--- src/rtl/uart_tx_arbiter.sv ---
// Round-robin arbiter feeding one 8N1 UART transmitter shared by NREQ byte sources.
// Latency: start bit drives txd on the edge after accept; frame lasts 10*CLKS_PER_BIT cycles.
// Backpressure: req_ready is offered only in IDLE, so requesters simply hold valid until granted.
module uart_tx_arbiter #(
  parameter int NREQ         = 4,
  parameter int CLKS_PER_BIT = 16,
  parameter int IDW          = 2
) (
  input  logic              clk,
  input  logic              rst_n,
  input  logic [NREQ-1:0]   req_valid,
  input  logic [8*NREQ-1:0] req_data,
  output logic [NREQ-1:0]   req_ready,
  output logic [IDW-1:0]    grant_id,
  output logic              txd,
  output logic              busy
);

  localparam int BW = (CLKS_PER_BIT > 1) ? $clog2(CLKS_PER_BIT) : 1;
  localparam logic [BW-1:0] BAUD_MAX = BW'(CLKS_PER_BIT - 1);

  typedef enum logic [1:0] {IDLE, START, DATA, STOP} state_t;

  state_t          state_q, state_d;
  logic [IDW-1:0]  ptr_q, ptr_d;
  logic [IDW-1:0]  gid_q, gid_d;
  logic [BW-1:0]   baud_q, baud_d;
  logic [2:0]      bit_q, bit_d;
  logic [7:0]      shift_q, shift_d;
  logic            txd_q, txd_d;
  logic            busy_q, busy_d;

  logic            win_found;
  logic [IDW-1:0]  winner;
  logic            accept;
  logic [7:0]      win_byte;

  // Search for the first valid requester starting at the round-robin pointer.
  always_comb begin
    int idx;
    win_found = 1'b0;
    winner    = '0;
    idx       = 0;
    for (int k = 0; k < NREQ; k++) begin
      idx = int'(ptr_q) + k;
      if (idx >= NREQ) idx = idx - NREQ;
      if (!win_found && req_valid[idx]) begin
        win_found = 1'b1;
        winner    = IDW'(idx);
      end
    end
  end

  // One-hot ready to the winner, only while idle and out of reset.
  always_comb begin
    req_ready = '0;
    if (rst_n && (state_q == IDLE) && win_found) req_ready[winner] = 1'b1;
  end

  assign accept   = |req_ready;
  assign win_byte = req_data[int'(winner)*8 +: 8];

  // Next-state logic: frame sequencing, baud timing and bit shifting.
  always_comb begin
    state_d = state_q;
    ptr_d   = ptr_q;
    gid_d   = gid_q;
    baud_d  = baud_q;
    bit_d   = bit_q;
    shift_d = shift_q;
    txd_d   = txd_q;
    busy_d  = busy_q;
    case (state_q)
      IDLE: begin
        if (accept) begin
          state_d = START;
          shift_d = win_byte;
          gid_d   = winner;
          busy_d  = 1'b1;
          txd_d   = 1'b0;
          baud_d  = '0;
          bit_d   = '0;
          ptr_d   = (winner == IDW'(NREQ - 1)) ? '0 : winner + IDW'(1);
        end
      end
      START: begin
        if (baud_q == BAUD_MAX) begin
          state_d = DATA;
          baud_d  = '0;
          bit_d   = '0;
          txd_d   = shift_q[0];
        end else begin
          baud_d  = baud_q + BW'(1);
        end
      end
      DATA: begin
        if (baud_q == BAUD_MAX) begin
          baud_d = '0;
          if (bit_q == 3'd7) begin
            state_d = STOP;
            txd_d   = 1'b1;
          end else begin
            bit_d   = bit_q + 3'd1;
            shift_d = shift_q >> 1;
            // Next bit is what lands in shift[0] after this shift.
            txd_d   = shift_q[1];
          end
        end else begin
          baud_d = baud_q + BW'(1);
        end
      end
      STOP: begin
        if (baud_q == BAUD_MAX) begin
          state_d = IDLE;
          busy_d  = 1'b0;
          baud_d  = '0;
        end else begin
          baud_d  = baud_q + BW'(1);
        end
      end
      default: state_d = IDLE;
    endcase
  end

  // State registers; reset aborts any frame in flight and returns the line high.
  always_ff @(posedge clk or negedge rst_n) begin
    if (!rst_n) begin
      state_q <= IDLE;
      ptr_q   <= '0;
      gid_q   <= '0;
      baud_q  <= '0;
      bit_q   <= '0;
      shift_q <= '0;
      txd_q   <= 1'b1;
      busy_q  <= 1'b0;
    end else begin
      state_q <= state_d;
      ptr_q   <= ptr_d;
      gid_q   <= gid_d;
      baud_q  <= baud_d;
      bit_q   <= bit_d;
      shift_q <= shift_d;
      txd_q   <= txd_d;
      busy_q  <= busy_d;
    end
  end

  assign grant_id = gid_q;
  assign txd      = txd_q;
  assign busy     = busy_q;

endmodule

--- config.mk ---
export PLATFORM = sky130hd
export DESIGN_NAME = uart_tx_arbiter
export DESIGN_NICKNAME = d
export VERILOG_FILES = /design/src/rtl/uart_tx_arbiter.sv
export SDC_FILE = /design/constraint.sdc
export NUM_CORES = 1
export LEC_CHECK = 0
export CAP_MARGIN = 20
export CORE_MARGIN = 2
export CORE_UTILIZATION = 30
export CTS_CLUSTER_DIAMETER = 200
export CTS_CLUSTER_SIZE = 28
export DETAILED_ROUTE_END_ITERATION = 10
export GPL_TIMING_DRIVEN = 0
export PLACE_DENSITY = 0.54
export SLEW_MARGIN = 15
export SYNTH_ARGS = -nofsm -noshare
export SYNTH_HDL_FRONTEND = slang
export SYNTH_SLANG_ARGS = --single-unit
--- constraint.sdc ---
create_clock -name clk -period 5.85 [get_ports clk]
set_clock_uncertainty 0.15 [all_clocks]
set_input_delay 1.755 -clock clk [delete_from_list [all_inputs] [get_ports clk]]
set_output_delay 1.755 -clock clk [all_outputs]
set_load 0.05 [all_outputs]
==> flow_summary.html <==
<table>
<tr><th>Metric</th><th>Value</th></tr>
<tr><th colspan="2">Outcome</th></tr>
<tr><td>Outcome</td><td>complete, no violations</td></tr>
<tr><th colspan="2">Yosys</th></tr>
<tr><td>Cell types with the largest area share after synthesis</td><td>dfrtp_1 (32%), mux2i_1 (8.1%), ha_1 (6.5%)</td></tr>
<tr><td>Most common cell in the synthesized netlist</td><td>dfrtp_1</td></tr>
<tr><td>Number of distinct library cells after synthesis</td><td>between 50 and 60</td></tr>
<tr><td>Total of warnings raised by yosys</td><td>0</td></tr>
<tr><td>Dominant combinational cell family by area after synthesis</td><td>compound AO/OA/AOI/OAI gates</td></tr>
<tr><td>Netlist area before placement</td><td>between 1500 and 2000 um^2</td></tr>
<tr><td>Mean instance size in the synthesized netlist</td><td>9.90 um^2</td></tr>
<tr><td>Simple-gate portion of the synthesized area</td><td>18.3%</td></tr>
<tr><td>Synthesized flop and latch total</td><td>23</td></tr>
<tr><td>Cell taking the most area after synthesis</td><td>dfrtp_1</td></tr>
<tr><td>Portion of the post-synthesis area used by sequential elements</td><td>approximately a third</td></tr>
<tr><td>Post-synth net total</td><td>between 200 and 250</td></tr>
<tr><td>Multiplexer share of the synthesized area</td><td>between 10% and 20%</td></tr>
<tr><td>Async set-or-reset flop fraction in the synthesized netlist</td><td>100%</td></tr>
<tr><td>Area fraction in compound gates after synthesis</td><td>about a fifth</td></tr>
<tr><td>Share of the synthesized area in the top cell type</td><td>between 30% and 40%</td></tr>
<tr><td>Post-Synth Adder-Cell Area</td><td>6.54%</td></tr>
<tr><td>Gate count of the mapped netlist</td><td>174</td></tr>
<tr><td>Post-synthesis share of cell area spent on xor and xnor gates</td><td>0.508%</td></tr>
<tr><td>Post-synth EDFFs</td><td>0</td></tr>
<tr><td>Primary FF master, synth</td><td>dfrtp_1</td></tr>
<tr><td>List of most frequent post-synthesis cells</td><td>dfrtp_1 (22), nand2_1 (21), nor2_1 (17)</td></tr>
<tr><th colspan="2">Finish</th></tr>
<tr><td>Number of nets in the layout</td><td>between 200 and 300</td></tr>
<tr><td>Area occupied by multi-input gates</td><td>between 1000 and 1500 um^2</td></tr>
<tr><td>Post-route cell area</td><td>2320 um^2</td></tr>
<tr><td>Share of the core filled with cells</td><td>41.9%</td></tr>
<tr><td>Fraction of layout cells with a size suffix above 1</td><td>between 15 and 20%</td></tr>
<tr><td>Layout area overhead</td><td>34.9%</td></tr>
<tr><td>Total inserted antenna cells</td><td>0</td></tr>
<tr><td>Flip-flop and latch area</td><td>roughly 580 um^2</td></tr>
<tr><td>Fill cells</td><td>approximately 590</td></tr>
<tr><th colspan="2">Drt</th></tr>
<tr><td>Total Wirelength</td><td>between 4000 and 5000 um</td></tr>
<tr><td>Routed length per instance</td><td>approximately 15 um</td></tr>
<tr><td>Final routed DRC violation total</td><td>0</td></tr>
<tr><td>Detailed-route vias per instance</td><td>between 4 and 5</td></tr>
<tr><td>Number of design-rule violations left by the first detailed-router iteration</td><td>35</td></tr>
<tr><td>Antenna-violating nets left</td><td>0</td></tr>
<tr><td>First-pass DRT Iterations</td><td>4</td></tr>
<tr><td>Count of vias placed by the detailed router</td><td>between 1,000 and 1,500</td></tr>
<tr><th colspan="2">Global route</th></tr>
<tr><td>Number of antenna violations at the first check in global routing</td><td>0</td></tr>
<tr><td>All-Layer GR Usage</td><td>14.5%</td></tr>
<tr><td>Global-route wire length before repair</td><td>7330 um</td></tr>
<tr><td>Maximum number of pins on one net before global-route repair</td><td>16</td></tr>
<tr><td>Overall overflow remaining after global route</td><td>0</td></tr>
<tr><td>Via count of the first global-routing pass</td><td>1,515</td></tr>
<tr><th colspan="2">Power and ir drop</th></tr>
<tr><td>Sw frac</td><td>between 20% and 30%</td></tr>
<tr><td>Standby leakage power</td><td>a little under 0.001 uW</td></tr>
<tr><td>Net Sw Power</td><td>76.8 uW</td></tr>
<tr><td>Total power draw</td><td>around 320 uW</td></tr>
<tr><td>Maximum resistive drop on vdd</td><td>between 0.07 and 0.08 mV</td></tr>
<tr><td>Pwr dens</td><td>approximately 140 nW/um^2</td></tr>
<tr><td>Register share of total power</td><td>between 50% and 60%</td></tr>
<tr><td>Combinational power share</td><td>17.6%</td></tr>
<tr><td>Relative contribution of the clock network to total power</td><td>32.2%</td></tr>
<tr><td>Total internal power</td><td>~240 uW</td></tr>
<tr><th colspan="2">STA</th></tr>
<tr><td>Minimum clock period</td><td>about 5.7 ns</td></tr>
<tr><td>Number of hold-slack violations in the final timing report</td><td>0</td></tr>
<tr><td>RSZ-0062 raised after global routing</td><td>false</td></tr>
<tr><td>Final-report max-slew violation count</td><td>0</td></tr>
<tr><td>Final cycle utilization of the critical path</td><td>between 90% and 100%</td></tr>
<tr><td>Worst relative slew slack</td><td>65.6%</td></tr>
<tr><td>Final number of setup-violating endpoints</td><td>0</td></tr>
<tr><td>Worst Tran Pin Value</td><td>approximately 0.51 ns</td></tr>
<tr><td>Max Clk Rate</td><td>roughly 170 MHz</td></tr>
<tr><td>Setup ws final</td><td>0.110 ns</td></tr>
<tr><td>Aggregate negative setup slack</td><td>0 ns</td></tr>
<tr><th colspan="2">Clock tree</th></tr>
<tr><td>Buffers from clock root to sink, at most</td><td>2</td></tr>
<tr><td>Worst-path clk slew</td><td>~0.08 ns</td></tr>
<tr><td># clock sinks</td><td>23</td></tr>
<tr><td>Maximum level of the CTS H-tree</td><td>1</td></tr>
<tr><td>Number of CTS-inserted buffers</td><td>3</td></tr>
<tr><td>Clock latency on the worst-skew pair</td><td>around 0.27 ns</td></tr>
<tr><td>Post-CTS Hold Buffers</td><td>0</td></tr>
<tr><td>TritonCTS clock tree</td><td>done</td></tr>
<tr><td>Clock root cell</td><td>clkbuf_8</td></tr>
<tr><td>Number of buffers inserted to repair setup after CTS</td><td>0</td></tr>
<tr><th colspan="2">Placed design</th></tr>
<tr><td>IO Port Bufs</td><td>45</td></tr>
<tr><td>Dpl cell area</td><td>about 2300 um^2</td></tr>
<tr><td>Final weighted congestion in routability-driven placement</td><td>about 0.76</td></tr>
<tr><td>Place WS</td><td>-0.480 ns</td></tr>
<tr><td>Final HPWL DP</td><td>about 3300 um</td></tr>
<tr><th colspan="2">Floorplanning</th></tr>
<tr><td>Standard-cell row count</td><td>27</td></tr>
<tr><td>Height of the die</td><td>79.8 um</td></tr>
<tr><td>Core ar.</td><td>approximately 5500 um^2</td></tr>
<tr><td>I/O pin cnt</td><td>between 40 and 50</td></tr>
<tr><td>Effective utilization at floorplan</td><td>31.1%</td></tr>
<tr><td>Die footprint</td><td>roughly 6400 um^2</td></tr>
<tr><td>Die width</td><td>between 70 and 80 um</td></tr>
<tr><th colspan="2">Flow run</th></tr>
<tr><td>Max-cap violations</td><td>0</td></tr>
<tr><th colspan="2">Worst setup path</th></tr>
<tr><td>Worst EP arrival</td><td>3.83 ns</td></tr>
<tr><td>Worst setup path category</td><td>primary input to output pin</td></tr>
<tr><td>Startpoint of the most critical register-to-register path</td><td>ptr_q[1]</td></tr>
<tr><td>Critical-path maximum fanout</td><td>6</td></tr>
<tr><td>Required time at the worst-slack endpoint</td><td>between 3 and 4 ns</td></tr>
<tr><td>Endpoint kind of the worst setup timing path</td><td>output pin</td></tr>
<tr><td>Worst Setup SP</td><td>req_valid[3]</td></tr>
<tr><td>Critical Path Start Type</td><td>primary input</td></tr>
<tr><th colspan="2">Min path</th></tr>
<tr><td>Min-Delay Path Class</td><td>flip-flop to flip-flop</td></tr>
<tr><td>Hold path start</td><td>grant_id[0]</td></tr>
</table>
-- final cells by class --
type / instances / share of cell area, %
multi-input combinational: 135 / 45.8
timing repair buffer: 46 / 19.8
buffer: 6 / 1.99
inverter: 10 / 1.83
clock buffer: 4 / 1.94
tap: 72 / 3.88
sequential: 23 / 24.8
-- critical path, stage by stage --
cell and delay, ns:
clkdlybuf4s50_1 0.57, mux2i_1 0.13, o2bb2ai_2 0.20, nor2_4 0.20
and3_2 0.19, clkdlybuf4s50_1 0.79
-- registers in the layout, indices dropped and copies added (netlist names) --
| register | cells |
|---|---|
| shift_q | 8 |
| txd | 1 |
| state_q | 2 |
| ptr_q | 2 |
| baud_q | 4 |
| grant_id | 2 |
| bit_q | 3 |
| busy | 1 |
-- final timing paths --
path | end | slack, ns | cells after the start
setup reg to reg | shift_q[5] | 3.22 | 10
min in group asynchronous | ptr_q[0] | 1.30 | 1
max in group asynchronous | bit_q[0] | 3.85 | 2
hold reg to reg | grant_id[0] | 0.33 | 1
setup / recovery | req_ready[1] | 0.11 | 6
hold / removal | grant_id[0] | 0.33 | 1
-- placed cells by master, fill, tap and decap left out, types with 2 or more instances in the layout --
cell type and instances:
inv_4 2, a22o_1 3, clkbuf_8 3, ha_1 9, a21oi_2 4, nand4b_1 2
buf_2 2, and2_1 2, buf_4 2, o21ai_1 2, buf_6 2, nor3b_1 2
nand3_1 2, mux2i_1 14, nor2_4 2, o221ai_1 5, a21o_1 2, nor2_1 17
inv_1 8, clkbuf_1 2, a21oi_1 10, and3_1 3, nand2_1 21, dfrtp_1 22
nand2b_1 2, clkdlybuf4s50_1 41, mux2_4 7, nor3_1 3
-- layer usage --
layer / vias up / track usage [%] / part of all wire, %
met1: 698 / 20.4 / 50
met3: 4 / 2.04 / 5.4
met2: 35 / 23.2 / 43
met5: - / 0 / 0
met4: 0 / 4.07 / 1.0
li1: 736 / - / -
-- power by group through the flow --
stage / Clock, uW / Combinational [uW] / Sequential (uW)
after floorplan: 0 / 21.5 / 163
after global placement: 0 / 55.5 / 163
after detailed placement: 0 / 56.5 / 163
after CTS: 106 / 57.0 / 160
after global routing: 113 / 61.1 / 160
final: 103 / 56.1 / 160
-- cell families (layout without fill, tap and decap cells) --
kind of cell | after synthesis | in the layout
xor gates and xnor gates | 1 | 1
AOI/OAI and AO/OA | 40 | 40
DFF | 23 | 23
and+or+nand+nor | 61 | 61
buffers and inverters | 16 | 66
adders and majority gates | 9 | 9
muxes | 24 | 24
-- metrics by stage --
step	hold WS, ns	instances
final	0.334	296
after global routing	0.365	296
after CTS	0.335	296
after detailed placement	0.315	292
after global placement	0.311	291
after floorplan	0.316	174
-- repair_timing --
item | 4_1_cts | 5_1_grt
hold endpoints to repair | 0 | 0
setup endpoints to repair | 4 | 3
resized for setup | 10 | 4
(Power assumes the default switching activity.)
